[src/rtl/fsm_out_deserializer_pkg.sv]
// fsm_io_pkg
// Shared definitions for the Mealy detector output path: the 2-bit state
// encoding of the deserializer FSM and the default packed-word width. The
// upstream FSM bench imports the same package.
package fsm_io_pkg;

    localparam logic [1:0] S_IDLE  = 2'b00;
    localparam logic [1:0] S_SHIFT = 2'b01;
    localparam logic [1:0] S_STALL = 2'b10;

    localparam int DEFAULT_WIDTH = 8;

    // Width needed to hold a ones count ranging from 0 up to and including width.
    function automatic int cnt_width(input int width);
        return $clog2(width + 1);
    endfunction

endpackage

[src/rtl/fsm_out_deserializer_if.sv]
// fsm_out_deserializer_if
// Bundles the serial-bit input side and the valid/ready word output side of
// the deserializer.
//   y_in, bit_valid, clear : serial bit stream, bit qualifier, flush
//   word_out, ones_cnt     : packed word (first bit in MSB) and its popcount
//   word_valid, word_ready : output handshake
//   overflow               : sticky dropped-bit flag
// slave  : the deserializer itself
// master : the producer/consumer environment around it
interface fsm_out_deserializer_if
    import fsm_io_pkg::*;
#(
    parameter int WIDTH = DEFAULT_WIDTH
);
    localparam int CNT_W = cnt_width(WIDTH);

    logic             y_in;
    logic             bit_valid;
    logic             clear;
    logic [WIDTH-1:0] word_out;
    logic [CNT_W-1:0] ones_cnt;
    logic             word_valid;
    logic             word_ready;
    logic             overflow;

    modport slave (
        input  y_in, bit_valid, clear, word_ready,
        output word_out, ones_cnt, word_valid, overflow
    );

    modport master (
        output y_in, bit_valid, clear, word_ready,
        input  word_out, ones_cnt, word_valid, overflow
    );
endinterface

[src/rtl/fsm_out_deserializer_popcount.sv]
// popcount
// Purely combinational population count of a WIDTH-bit vector.
//   data_in   : vector to count
//   count_out : number of 1 bits in data_in (0..WIDTH)
module popcount #(
    parameter int WIDTH = 8,
    parameter int CNT_W = $clog2(WIDTH + 1)
) (
    input  logic [WIDTH-1:0] data_in,
    output logic [CNT_W-1:0] count_out
);

    // Sum the bits one at a time; synthesis builds the adder tree.
    always_comb begin
        count_out = {CNT_W{1'b0}};
        for (int i = 0; i < WIDTH; i++) begin
            count_out = count_out + CNT_W'(data_in[i]);
        end
    end

endmodule

[src/rtl/fsm_out_deserializer.sv]
// fsm_out_deserializer
// Packs qualified bits of the detector output stream MSB-first into WIDTH-bit
// words and offers them with their popcount on a valid/ready interface. The
// output register plus a full shift register give two words of buffering;
// a bit arriving when both are occupied is dropped and sets sticky overflow.
//   CLK     : clock, rising edge
//   Reset_n : asynchronous active-low reset
//   bus     : fsm_out_deserializer_if slave (bit input, word output, overflow)
module fsm_out_deserializer
    import fsm_io_pkg::*;
#(
    parameter int WIDTH = DEFAULT_WIDTH
) (
    input  logic                   CLK,
    input  logic                   Reset_n,
    fsm_out_deserializer_if.slave  bus
);

    localparam int CNT_W = cnt_width(WIDTH);

    logic [1:0]       state_r, state_s;
    logic [WIDTH-1:0] sh_r, sh_s;
    logic [CNT_W-1:0] cnt_r, cnt_s;
    logic [WIDTH-1:0] word_r;
    logic [CNT_W-1:0] ones_r;
    logic             valid_r;
    logic             ovf_r, ovf_s;

    logic             drain_s;
    logic             free_s;
    logic             load_s;
    logic [WIDTH-1:0] shift_word_s;
    logic [WIDTH-1:0] load_word_s;
    logic [CNT_W-1:0] load_ones_s;

    assign drain_s      = valid_r && bus.word_ready;
    assign free_s       = !valid_r || drain_s;
    assign shift_word_s = {sh_r[WIDTH-2:0], bus.y_in};

    popcount #(.WIDTH(WIDTH), .CNT_W(CNT_W)) u_popcount (
        .data_in   (load_word_s),
        .count_out (load_ones_s)
    );

    // Next-state, shift/count and overflow decisions; clear overrides bit intake.
    always_comb begin
        state_s     = state_r;
        sh_s        = sh_r;
        cnt_s       = cnt_r;
        ovf_s       = ovf_r;
        load_s      = 1'b0;
        load_word_s = shift_word_s;
        if (bus.clear) begin
            state_s = S_IDLE;
            sh_s    = {WIDTH{1'b0}};
            cnt_s   = {CNT_W{1'b0}};
            ovf_s   = 1'b0;
        end else begin
            case (state_r)
                S_IDLE: begin
                    if (bus.bit_valid) begin
                        sh_s    = shift_word_s;
                        cnt_s   = CNT_W'(1);
                        state_s = S_SHIFT;
                    end else begin
                        cnt_s   = {CNT_W{1'b0}};
                    end
                end
                S_SHIFT: begin
                    if (bus.bit_valid) begin
                        sh_s = shift_word_s;
                        if (cnt_r == CNT_W'(WIDTH - 1)) begin
                            // Completed word bypasses sh when the output register can take it.
                            if (free_s) begin
                                load_s  = 1'b1;
                                cnt_s   = {CNT_W{1'b0}};
                                state_s = S_IDLE;
                            end else begin
                                cnt_s   = CNT_W'(WIDTH);
                                state_s = S_STALL;
                            end
                        end else begin
                            cnt_s = cnt_r + CNT_W'(1);
                        end
                    end else begin
                        cnt_s = cnt_r;
                    end
                end
                S_STALL: begin
                    load_word_s = sh_r;
                    if (drain_s) begin
                        load_s = 1'b1;
                        if (bus.bit_valid) begin
                            // sh_r is consumed this edge, so the new bit may shift in now.
                            sh_s    = shift_word_s;
                            cnt_s   = CNT_W'(1);
                            state_s = S_SHIFT;
                        end else begin
                            cnt_s   = {CNT_W{1'b0}};
                            state_s = S_IDLE;
                        end
                    end else if (bus.bit_valid) begin
                        ovf_s = 1'b1;
                    end else begin
                        ovf_s = ovf_r;
                    end
                end
                default: begin
                    state_s = S_IDLE;
                    cnt_s   = {CNT_W{1'b0}};
                end
            endcase
        end
    end

    // State, shift register, bit count and overflow flops.
    always_ff @(posedge CLK or negedge Reset_n) begin
        if (!Reset_n) begin
            state_r <= S_IDLE;
            sh_r    <= {WIDTH{1'b0}};
            cnt_r   <= {CNT_W{1'b0}};
            ovf_r   <= 1'b0;
        end else begin
            state_r <= state_s;
            sh_r    <= sh_s;
            cnt_r   <= cnt_s;
            ovf_r   <= ovf_s;
        end
    end

    // Output register: load a new word, or drop valid on a drain with nothing new.
    always_ff @(posedge CLK or negedge Reset_n) begin
        if (!Reset_n) begin
            word_r  <= {WIDTH{1'b0}};
            ones_r  <= {CNT_W{1'b0}};
            valid_r <= 1'b0;
        end else if (load_s) begin
            word_r  <= load_word_s;
            ones_r  <= load_ones_s;
            valid_r <= 1'b1;
        end else if (drain_s) begin
            valid_r <= 1'b0;
        end else begin
            valid_r <= valid_r;
        end
    end

    assign bus.word_out   = word_r;
    assign bus.ones_cnt   = ones_r;
    assign bus.word_valid = valid_r;
    assign bus.overflow   = ovf_r;

endmodule

[src/flat_wrapper.sv]
// flat-port wrapper written by rule: the top's interface ports become plain ports
module fsm_out_deserializer_flat import fsm_io_pkg::*;
#(
    parameter int WIDTH = DEFAULT_WIDTH
)
  (CLK, Reset_n, bus_y_in, bus_bit_valid, bus_clear, bus_word_ready, bus_word_out, bus_ones_cnt, bus_word_valid, bus_overflow);
  fsm_out_deserializer_if #(.WIDTH(WIDTH)) bus_i ();
  input  logic CLK;
  input  logic Reset_n;
  input wire logic [$bits(bus_i.y_in)-1:0] bus_y_in;
  input wire logic [$bits(bus_i.bit_valid)-1:0] bus_bit_valid;
  input wire logic [$bits(bus_i.clear)-1:0] bus_clear;
  input wire logic [$bits(bus_i.word_ready)-1:0] bus_word_ready;
  output wire logic [$bits(bus_i.word_out)-1:0] bus_word_out;
  output wire logic [$bits(bus_i.ones_cnt)-1:0] bus_ones_cnt;
  output wire logic [$bits(bus_i.word_valid)-1:0] bus_word_valid;
  output wire logic [$bits(bus_i.overflow)-1:0] bus_overflow;
  assign bus_i.y_in = bus_y_in;
  assign bus_i.bit_valid = bus_bit_valid;
  assign bus_i.clear = bus_clear;
  assign bus_i.word_ready = bus_word_ready;
  assign bus_word_out = bus_i.word_out;
  assign bus_ones_cnt = bus_i.ones_cnt;
  assign bus_word_valid = bus_i.word_valid;
  assign bus_overflow = bus_i.overflow;
  fsm_out_deserializer #(.WIDTH(WIDTH)) u_core (.CLK(CLK), .Reset_n(Reset_n), .bus(bus_i));
endmodule
[config.mk]
export PLATFORM = sky130hd
export DESIGN_NAME = fsm_out_deserializer_flat
export DESIGN_NICKNAME = d
export VERILOG_FILES = /design/src/rtl/fsm_out_deserializer_pkg.sv /design/src/rtl/fsm_out_deserializer_if.sv /design/src/rtl/fsm_out_deserializer_popcount.sv /design/src/rtl/fsm_out_deserializer.sv /design/src/flat_wrapper.sv
export SDC_FILE = /design/constraint.sdc
export NUM_CORES = 1
export LEC_CHECK = 0
export BUFFER_PORTS_ARGS = -buffer_cell sky130_fd_sc_hd__buf_2
export CAP_MARGIN = 10
export CORE_MARGIN = 1.5
export CORE_UTILIZATION = 35
export DETAILED_ROUTE_END_ITERATION = 16
export PLACE_DENSITY_LB_ADDON = 0.25
export SLEW_MARGIN = 20
export SYNTH_ARGS = -nofsm -noshare
export SYNTH_HDL_FRONTEND = slang
export SYNTH_SLANG_ARGS = --single-unit
[constraint.sdc]
create_clock -name CLK -period 7.5 [get_ports CLK]
set_input_delay 0.75 -clock CLK [delete_from_list [all_inputs] [get_ports CLK]]
set_output_delay 0.75 -clock CLK [all_outputs]
set_load 0.02 [all_outputs]
==> flow_summary.json, run 1 <==
{
  "status": "completed",
  "drt_wl_total_mm": 3.00,
  "critPathBufInv": 3,
  "die_area_um2": 4950,
  "start_util": 0.364,
  "cts_resized": 0,
  "ant_nets": 0,
  "p_per_area_nw_per_um2": 202,
  "numCtsBuffers": 3,
  "max_freq_ghz": 0.218,
  "grt_pass1_wl_mm": 5.22,
  "finalNetCount": 184,
  "yosys_warnings": 0,
  "avgViaCountPerCell": 5.11,
  "row_count": 24,
  "cts.path.max_buffers": 2,
  "crit_required_ns": 7.66,
  "cts_tree": "built",
  "route.detailed.drc": 0,
  "rsz0062_at_grt": "false",
  "synth.distinct_cells": 31,
  "overflow": 0,
  "postCtsSetupBuffers": 0,
  "area_growth_pct": 12.4,
  "worst_pin_slew_ns": 0.904,
  "async_flop_share": 1.00,
  "final_cell_mix": "dfrtp_1 (28), buf_2 (19), a21oi_1 (18)",
  "slew-limit-headroom": 0.396,
  "n_antenna_cell": 0,
  "path_class": "reg -> reg",
  "maxCapViolCount": 0,
  "drt_iter0_markers": 36,
  "grt_max_degree": 29,
  "design_area_um2": 1780,
  "max_stage_delay_ns": 0.76,
  "critical-path-top-cell-by-count": "fa_1",
  "irDropWorstVdd_mv": 0.115,
  "leakage_nw": 0.889,
  "period_share": 0.610,
  "crit_path_max_fanout": 9,
  "hp-class": "in -> async",
  "clk_pin_slew_worst_paths_ns": 0.10,
  "postSynthAreaPerCell_um2": 10.8,
  "ys_seq_area_frac": 0.442,
  "dpl_cell_area_um2": 1710,
  "die-width_um": 70.3,
  "period_minus_slack_ns": 4.58,
  "antenna_found_initial": 0,
  "syn_inst": 147,
  "finalClockSkew_ns": 0.00246,
  "clock_latency_ns": 0.27,
  "drt_first_pass_iters": 4,
  "final_common_cell": "dfrtp_1",
  "slew_violations": 0,
  "clock-sinks": 28,
  "setup.worst_path.end_class": "flop",
  "synth_fp_nets": 165,
  "synth_top_area_cell": "dfrtp_1",
  "fin_cells": 217,
  "synth_edf_count": 0,
  "numPortBuffers": 19,
  "slowest_stage": "nor2b_1",
  "pin_count": 20,
  "die_y_um": 70.3,
  "track_usage": 0.130,
  "start_kind": "flop",
  "core_area_um2": 4350,
  "synth_top_area_share": 0.442,
  "setup_viol": 0,
  "ys_seq_elements": 28,
  "crit_arrival_ns": 4.74,
  "final_hold_viol_count": 0,
  "worstPathCellList": "inv_1 > ha_1 > nor2b_1 > mux2i_1 > fa_1 > fa_1 > fa_1 > inv_1 > ha_1 > inv_1 > fa_1 > xnor2_1 > mux2_1",
  "synth_area_leaders": "dfrtp_1 (44%), mux2i_1 (11%), ha_1 (6.3%)",
  "routedWlPerCell_um": 13.8,
  "place_congestion": 0.724,
  "drive_above_1_share": 0.176,
  "num_vias": 1108,
  "synthFlopType": "dfrtp_1",
  "critPathTopFamily": "adder cells",
  "dp.cells": 213,
  "postCtsHoldBufs": 0,
  "synth_area_um2": 1590,
  "dp.final_hpwl_mm": 2.29,
  "cts-root-buf": "clkbuf_8",
  "grt_pass1_vias": 1139,
  "fin_setup_tns_ns": 0,
  "cts.htree.levels": 1
}
==> Yosys cell counts, drive strengths merged (2+ instances only) <==
cell type	instances
ha	8
nor3	2
nor2	11
clkbuf	2
o21ai	4
nand3	3
mux2	6
buf	3
dfrtp	28
nand2	9
a211o	2
fa	4
a21oi	18
nand3b	2
inv	12
mux2i	17
nor2b	5
==> sequential cells by signal, summed over array words and instances, names as in the netlist <==
name / count
u_core.sh_r: 8
u_core.state_r: 2
u_core.bus.word_valid: 1
u_core.bus.overflow: 1
u_core.cnt_r: 4
u_core.bus.ones_cnt: 4
u_core.bus.word_out: 8
==> cell families after synthesis <==
kind of cell | after synthesis | synth area share
XOR/XNOR | 1 | 0.00552
multiplexers | 23 | 0.152
AND/OR/NAND/NOR | 36 | 0.110
buffers and inverters | 17 | 0.0505
flip-flops | 28 | 0.442
AO/OA/AOI/OAI | 30 | 0.126
adder cells (fa/ha/maj) | 12 | 0.114
==> cell type report <==
class,instances,area (um^2)
inverter,12,45.0
multi-input combinational,102,806
sequential,28,701
fill,418,2570
tap,52,65.1
clock buffer,3,41.3
clock inverter,1,30.0
timing repair buffer,19,95.1
==> final timing paths <==
path                                         from                endpoint  cells past startpoint  slack (ns)
setup / recovery                u_core.state_r[0]  u_core.bus.ones_cnt[2]                     13        2.92
hold / removal                            Reset_n          u_core.sh_r[6]                      1        0.49
setup reg to reg                u_core.state_r[0]  u_core.bus.ones_cnt[2]                     13        2.92
hold reg to reg            u_core.bus.ones_cnt[2]  u_core.bus.ones_cnt[2]                      1        0.49
max in group asynchronous                 Reset_n  u_core.bus.ones_cnt[2]                      1        6.61
min in group CLK           u_core.bus.ones_cnt[2]  u_core.bus.ones_cnt[2]                      1        0.49
==> where the power goes <==
group | total (mW) | switching [mW] | internal, mW | leakage [nW]
Sequential | 0.166 | 0.00815 | 0.158 | 0.383
Clock | 0.118 | 0.0469 | 0.0714 | 0.0357
Combinational | 0.0765 | 0.0421 | 0.0344 | 0.471
==> routing by layer <==
| layer | global-route usage | vias up | wire, um |
|---|---|---|---|
| met5 | 0 | - | 0 |
| met4 | 0.0171 | 0 | 14 |
| met3 | 0.0361 | 2 | 122 |
| met2 | 0.221 | 25 | 1460 |
| met1 | 0.168 | 539 | 1400 |
| li1 | - | 542 | - |
==> metrics by stage <==
stage / util / worst slack [ns] / hold slack (ns) / power (mW)
5_1_grt: 0.409 / 2.58 / 0.513 / 0.381
4_1_cts: 0.409 / 2.90 / 0.499 / 0.365
3_3_place_gp: 0.393 / 2.95 / 0.467 / 0.243
2_1_floorplan: - / 3.68 / 0.454 / 0.228
6_report: 0.409 / 2.92 / 0.485 / 0.360
3_5_place_dp: 0.393 / 2.80 / 0.478 / 0.245
Power figures use the tool's default switching activity.
==> inputs of run 2 (changes only) <==
==> constraint.sdc (replaced) <==
create_clock -name CLK -period 4.4 [get_ports CLK]
set_input_delay 0.44 -clock CLK [delete_from_list [all_inputs] [get_ports CLK]]
set_output_delay 0.44 -clock CLK [all_outputs]
set_load 0.02 [all_outputs]
==> run 2 against run 1 <==
- non-clock buffer count is 1 higher
- largest cell class unchanged
- die area stayed put
- critical endpoint unchanged
- hold slack worse by 0.33 ns
==> flow_summary.json, run 2 (same netlist as run 1, synthesis figures left out) <==
{
  "die_area_um2": 4950,
  "fin_setup_tns_ns": 0,
  "cts.htree.levels": 1,
  "cts_resized": 0,
  "grt_use_met3": 0.0390,
  "routedWlPerCell_um": 14.6,
  "cts_tree": "built",
  "critical-path-top-cell-by-count": "fa_1",
  "hp-class": "in -> async",
  "fin_util": 0.411,
  "cts-root-buf": "clkbuf_8",
  "route.detailed.drc": 0,
  "rsz0062_at_grt": "false",
  "start_util": 0.364,
  "crit_required_ns": 4.57,
  "slew-limit-headroom": 0.596,
  "critPathBufInv": 3,
  "pin_count": 20,
  "multiInputGateArea_um2": 806,
  "grt_use_met1": 0.173,
  "finalClockSkew_ns": 0.00179,
  "hold-worst-slack_ns": 0.152,
  "critPathTopFamily": "adder cells",
  "slew_violations": 0,
  "overflow": 0,
  "drt_first_pass_iters": 4,
  "setup_viol": 0,
  "dp.final_hpwl_mm": 2.42,
  "r2r-start": "u_core.state_r[0]",
  "period_minus_slack_ns": 4.18,
  "cts.path.max_buffers": 2,
  "grt_pass1_vias": 1169,
  "clock_latency_ns": 0.28,
  "p_per_area_nw_per_um2": 349,
  "path_class": "reg -> reg",
  "final_cell_mix": "dfrtp_1 (28), buf_2 (19), a21oi_1 (18)",
  "numPortBuffers": 19,
  "status": "completed",
  "crit_path_max_fanout": 8,
  "row_count": 24,
  "numCtsBuffers": 3,
  "maxCapViolCount": 0,
  "final_hold_viol_count": 0,
  "worstPathCellList": "inv_1 > ha_1 > nor2b_1 > mux2i_1 > fa_1 > fa_1 > fa_1 > inv_1 > ha_1 > inv_1 > fa_1 > xnor2_1 > mux2_1",
  "setup.worst_path.end_class": "flop",
  "slowest_stage": "fa_1",
  "clock-sinks": 28,
  "postCtsHoldBufs": 0,
  "finalNetCount": 185,
  "area_growth_pct": 12.9,
  "avgViaCountPerCell": 5.18,
  "die_y_um": 70.3,
  "antenna_found_initial": 0,
  "postCtsSetupBuffers": 0,
  "grt_pass1_wl_mm": 5.38,
  "place_congestion": 0.824,
  "core_area_um2": 4350,
  "ant_nets": 0,
  "fill_cells": 423,
  "max_stage_delay_ns": 0.51,
  "grt_max_degree": 29,
  "die-width_um": 70.3,
  "track_usage": 0.136,
  "drt_wl_total_mm": 3.18,
  "use_met2": 0.233,
  "crit_arrival_ns": 4.35,
  "worst_pin_slew_ns": 0.606,
  "num_vias": 1130,
  "final_common_cell": "dfrtp_1",
  "clk_pin_slew_worst_paths_ns": 0.10,
  "grt-busiest-layer": "met2",
  "max_freq_ghz": 0.239,
  "period_share": 0.949,
  "drt_iter0_markers": 80,
  "n_antenna_cell": 0,
  "worstSetupStartpoint": "u_core.state_r[0]",
  "drive_above_1_share": 0.181,
  "leakage_nw": 0.895,
  "start_kind": "flop",
  "register_area_um2": 701,
  "irDropWorstVdd_mv": 0.200
}
## run 2: cell types whose count changed in the layout (fill, tap and decap cells not counted)
cell	change
buf_4	+1
## run 2: area by class of cell
cell class / count / share of cell area
tap: 52 / 0.0363
clock buffer: 3 / 0.0231
sequential: 28 / 0.391
clock inverter: 1 / 0.0168
multi-input combinational: 102 / 0.450
inverter: 12 / 0.0252
timing repair buffer: 20 / 0.0573
## run 2: routing by layer
layer	up-vias	part of all wire
met5	-	0
met4	0	0.0079
met3	5	0.050
met2	30	0.48
met1	549	0.46
li1	546	-
## run 2: stage by stage
stage	cells	total power, mW	setup slack [ns]	area [um^2]
detailed placement	214	0.420	0.262	1720
floorplan	147	0.388	0.582	1590
global placement	214	0.415	0.356	1720
finish	218	0.625	0.223	1790
CTS	218	0.628	0.223	1790
global route	218	0.658	0.00308	1790
## run 2: path summary, 6_finish.rpt
path | endpoint | slack, ns | cells past startpoint
min in group CLK | u_core.sh_r[0] | 0.42 | 3
max in group asynchronous | u_core.bus.word_out[4] | 3.85 | 1
min reg2reg | u_core.bus.ones_cnt[0] | 0.50 | 1
min | u_core.cnt_r[2] | 0.15 | 1
max reg2reg | u_core.bus.ones_cnt[2] | 0.22 | 13
max | u_core.bus.ones_cnt[2] | 0.22 | 13
## run 2: power breakdown
| part | switching, mW | leakage, nW | total (mW) | internal [mW] |
|---|---|---|---|---|
| combinational | 0.0747 | 0.476 | 0.134 | 0.0593 |
| sequential | 0.0132 | 0.383 | 0.282 | 0.269 |
| clock | 0.0872 | 0.0357 | 0.209 | 0.122 |
| total | 0.175 | 0.895 | 0.625 | 0.450 |
==> inputs of run 3 (changes only) <==
--- a/config.mk
+++ b/config.mk
@@ -10,6 +10,7 @@
 export CORE_MARGIN = 1.5
 export CORE_UTILIZATION = 35
 export DETAILED_ROUTE_END_ITERATION = 16
+export GPL_TIMING_DRIVEN = 0
 export PLACE_DENSITY_LB_ADDON = 0.25
 export SLEW_MARGIN = 20
 export SYNTH_ARGS = -nofsm -noshare
==> run 3 against run 2 <==
- fmax increased by 1.1%
- critical path depth increased by 1
- highest routed layer unchanged
- critical path type unchanged
- clock-buffer cell count increased by 1
- first-iteration DRC count decreased by 57%
- combinational power about the same
- setup slack improved by 0.047 ns
- sequential share of layout area decreased by 0.24 points
- critical endpoint unchanged
==> flow_summary.json, run 3 (same netlist as run 1, synthesis figures left out) <==
{
  "p_per_area_nw_per_um2": 320,
  "max_freq_ghz": 0.242,
  "overflow": 0,
  "drt_iter0_markers": 34,
  "drt_first_pass_iters": 4,
  "r2r-start": "u_core.state_r[0]",
  "avgViaCountPerCell": 5.20,
  "max_stage_delay_ns": 0.51,
  "setup_viol": 0,
  "timing.rr.end": "u_core.bus.ones_cnt[2]",
  "routedWlPerCell_um": 13.7,
  "critPathTopFamily": "adder cells",
  "slew_violations": 0,
  "period_minus_slack_ns": 4.13,
  "numPortBuffers": 19,
  "critPathBufInv": 4,
  "place_congestion": 0.738,
  "fill_cells": 417,
  "dp.final_hpwl_mm": 2.25,
  "r2r_slack_ns": 0.27,
  "die_y_um": 70.3,
  "finalNetCount": 189,
  "crit_required_ns": 4.57,
  "cts_tree": "built",
  "antenna_found_initial": 0,
  "final_hold_viol_count": 0,
  "clk_pin_slew_worst_paths_ns": 0.09,
  "worst_pin_slew_ns": 0.630,
  "maxCapViolCount": 0,
  "final_cell_mix": "dfrtp_1 (28), buf_2 (20), a21oi_1 (18)",
  "track_usage": 0.138,
  "row_count": 24,
  "crit_path_max_fanout": 9,
  "start_kind": "flop",
  "core_area_um2": 4350,
  "rsz0062_at_grt": "false",
  "fin_cells": 222,
  "irDropWorstVdd_mv": 0.170,
  "design_area_um2": 1800,
  "cts_resized": 0,
  "num_vias": 1154,
  "postCtsHoldBufs": 0,
  "cts.htree.levels": 1,
  "worstSetupStartpoint": "u_core.state_r[0]",
  "worstPathCellList": "inv_1 > ha_1 > nor2b_1 > buf_6 > mux2i_1 > fa_1 > fa_1 > fa_1 > inv_1 > ha_1 > inv_1 > fa_1 > xnor2_1 > mux2_1",
  "grt_max_degree": 29,
  "period_share": 0.939,
  "n_antenna_cell": 0,
  "drive_above_1_share": 0.188,
  "clock-sinks": 28,
  "route.detailed.drc": 0,
  "setup.worst_path.end_class": "flop",
  "cts.path.max_buffers": 2,
  "finalClockSkew_ns": 0.00286,
  "slowest_stage": "fa_1",
  "slew-limit-headroom": 0.580,
  "die-width_um": 70.3,
  "clock_latency_ns": 0.28,
  "critical-path-top-cell-by-count": "fa_1",
  "dp.cells": 218,
  "drt_wl_total_mm": 3.04,
  "pin_count": 20,
  "final_common_cell": "dfrtp_1",
  "die_area_um2": 4950,
  "numCtsBuffers": 3,
  "area_growth_pct": 13.6,
  "start_util": 0.364,
  "leakage_nw": 0.900,
  "fin_setup_tns_ns": 0,
  "status": "completed",
  "hp-class": "in -> async",
  "postCtsSetupBuffers": 0,
  "crit_arrival_ns": 4.30,
  "ant_nets": 0,
  "grt_pass1_vias": 1241,
  "dpl_cell_area_um2": 1750,
  "reg2reg_depth": 14,
  "grt_pass1_wl_mm": 5.50,
  "path_class": "reg -> reg",
  "cts-root-buf": "clkbuf_8"
}
==> run 3: worst max-delay path by stage <==
stage | endpoint | depth (start not counted)
finish | u_core.bus.ones_cnt[2] | 14
global route | u_core.bus.ones_cnt[2] | 14
CTS | u_core.bus.ones_cnt[2] | 14
detailed placement | u_core.bus.ones_cnt[2] | 14
global placement | u_core.bus.ones_cnt[2] | 14
floorplan | u_core.bus.ones_cnt[2] | 14
==> run 3: layout make-up <==
type	instances	area [um^2]	share of cell area
multi-input cells	102	806	0.447
plain buffers	5	35.0	0.0194
inverters	12	45.0	0.0250
flip-flops and latches	28	701	0.389
repair buffers	19	95.1	0.0528
well taps	52	65.1	0.0361
clock buffers	4	55.1	0.0306
==> run 3: power by group <==
part           switching [mW]  internal, mW
combinational          0.0743        0.0609
sequential             0.0128         0.269
clock                  0.0806        0.0802
==> run 3: layer usage <==
metal	share of wire	track usage	vias up	routed length, um
li1	-	-	552	-
met1	0.48	0.180	569	1470
met2	0.46	0.223	27	1410
met3	0.043	0.0375	6	132
met4	0.0092	0.0385	0	28
met5	0	0	-	0
==> run 3: stage by stage <==
step	hold slack, ns	power, mW	worst slack (ns)	utilization
floorplan	0.144	0.388	0.582	-
global placement	0.466	0.418	0.344	0.401
detailed placement	0.469	0.422	0.298	0.401
CTS	0.187	0.586	0.265	0.414
global route	0.217	0.618	0.0584	0.414
finish	0.168	0.577	0.270	0.414
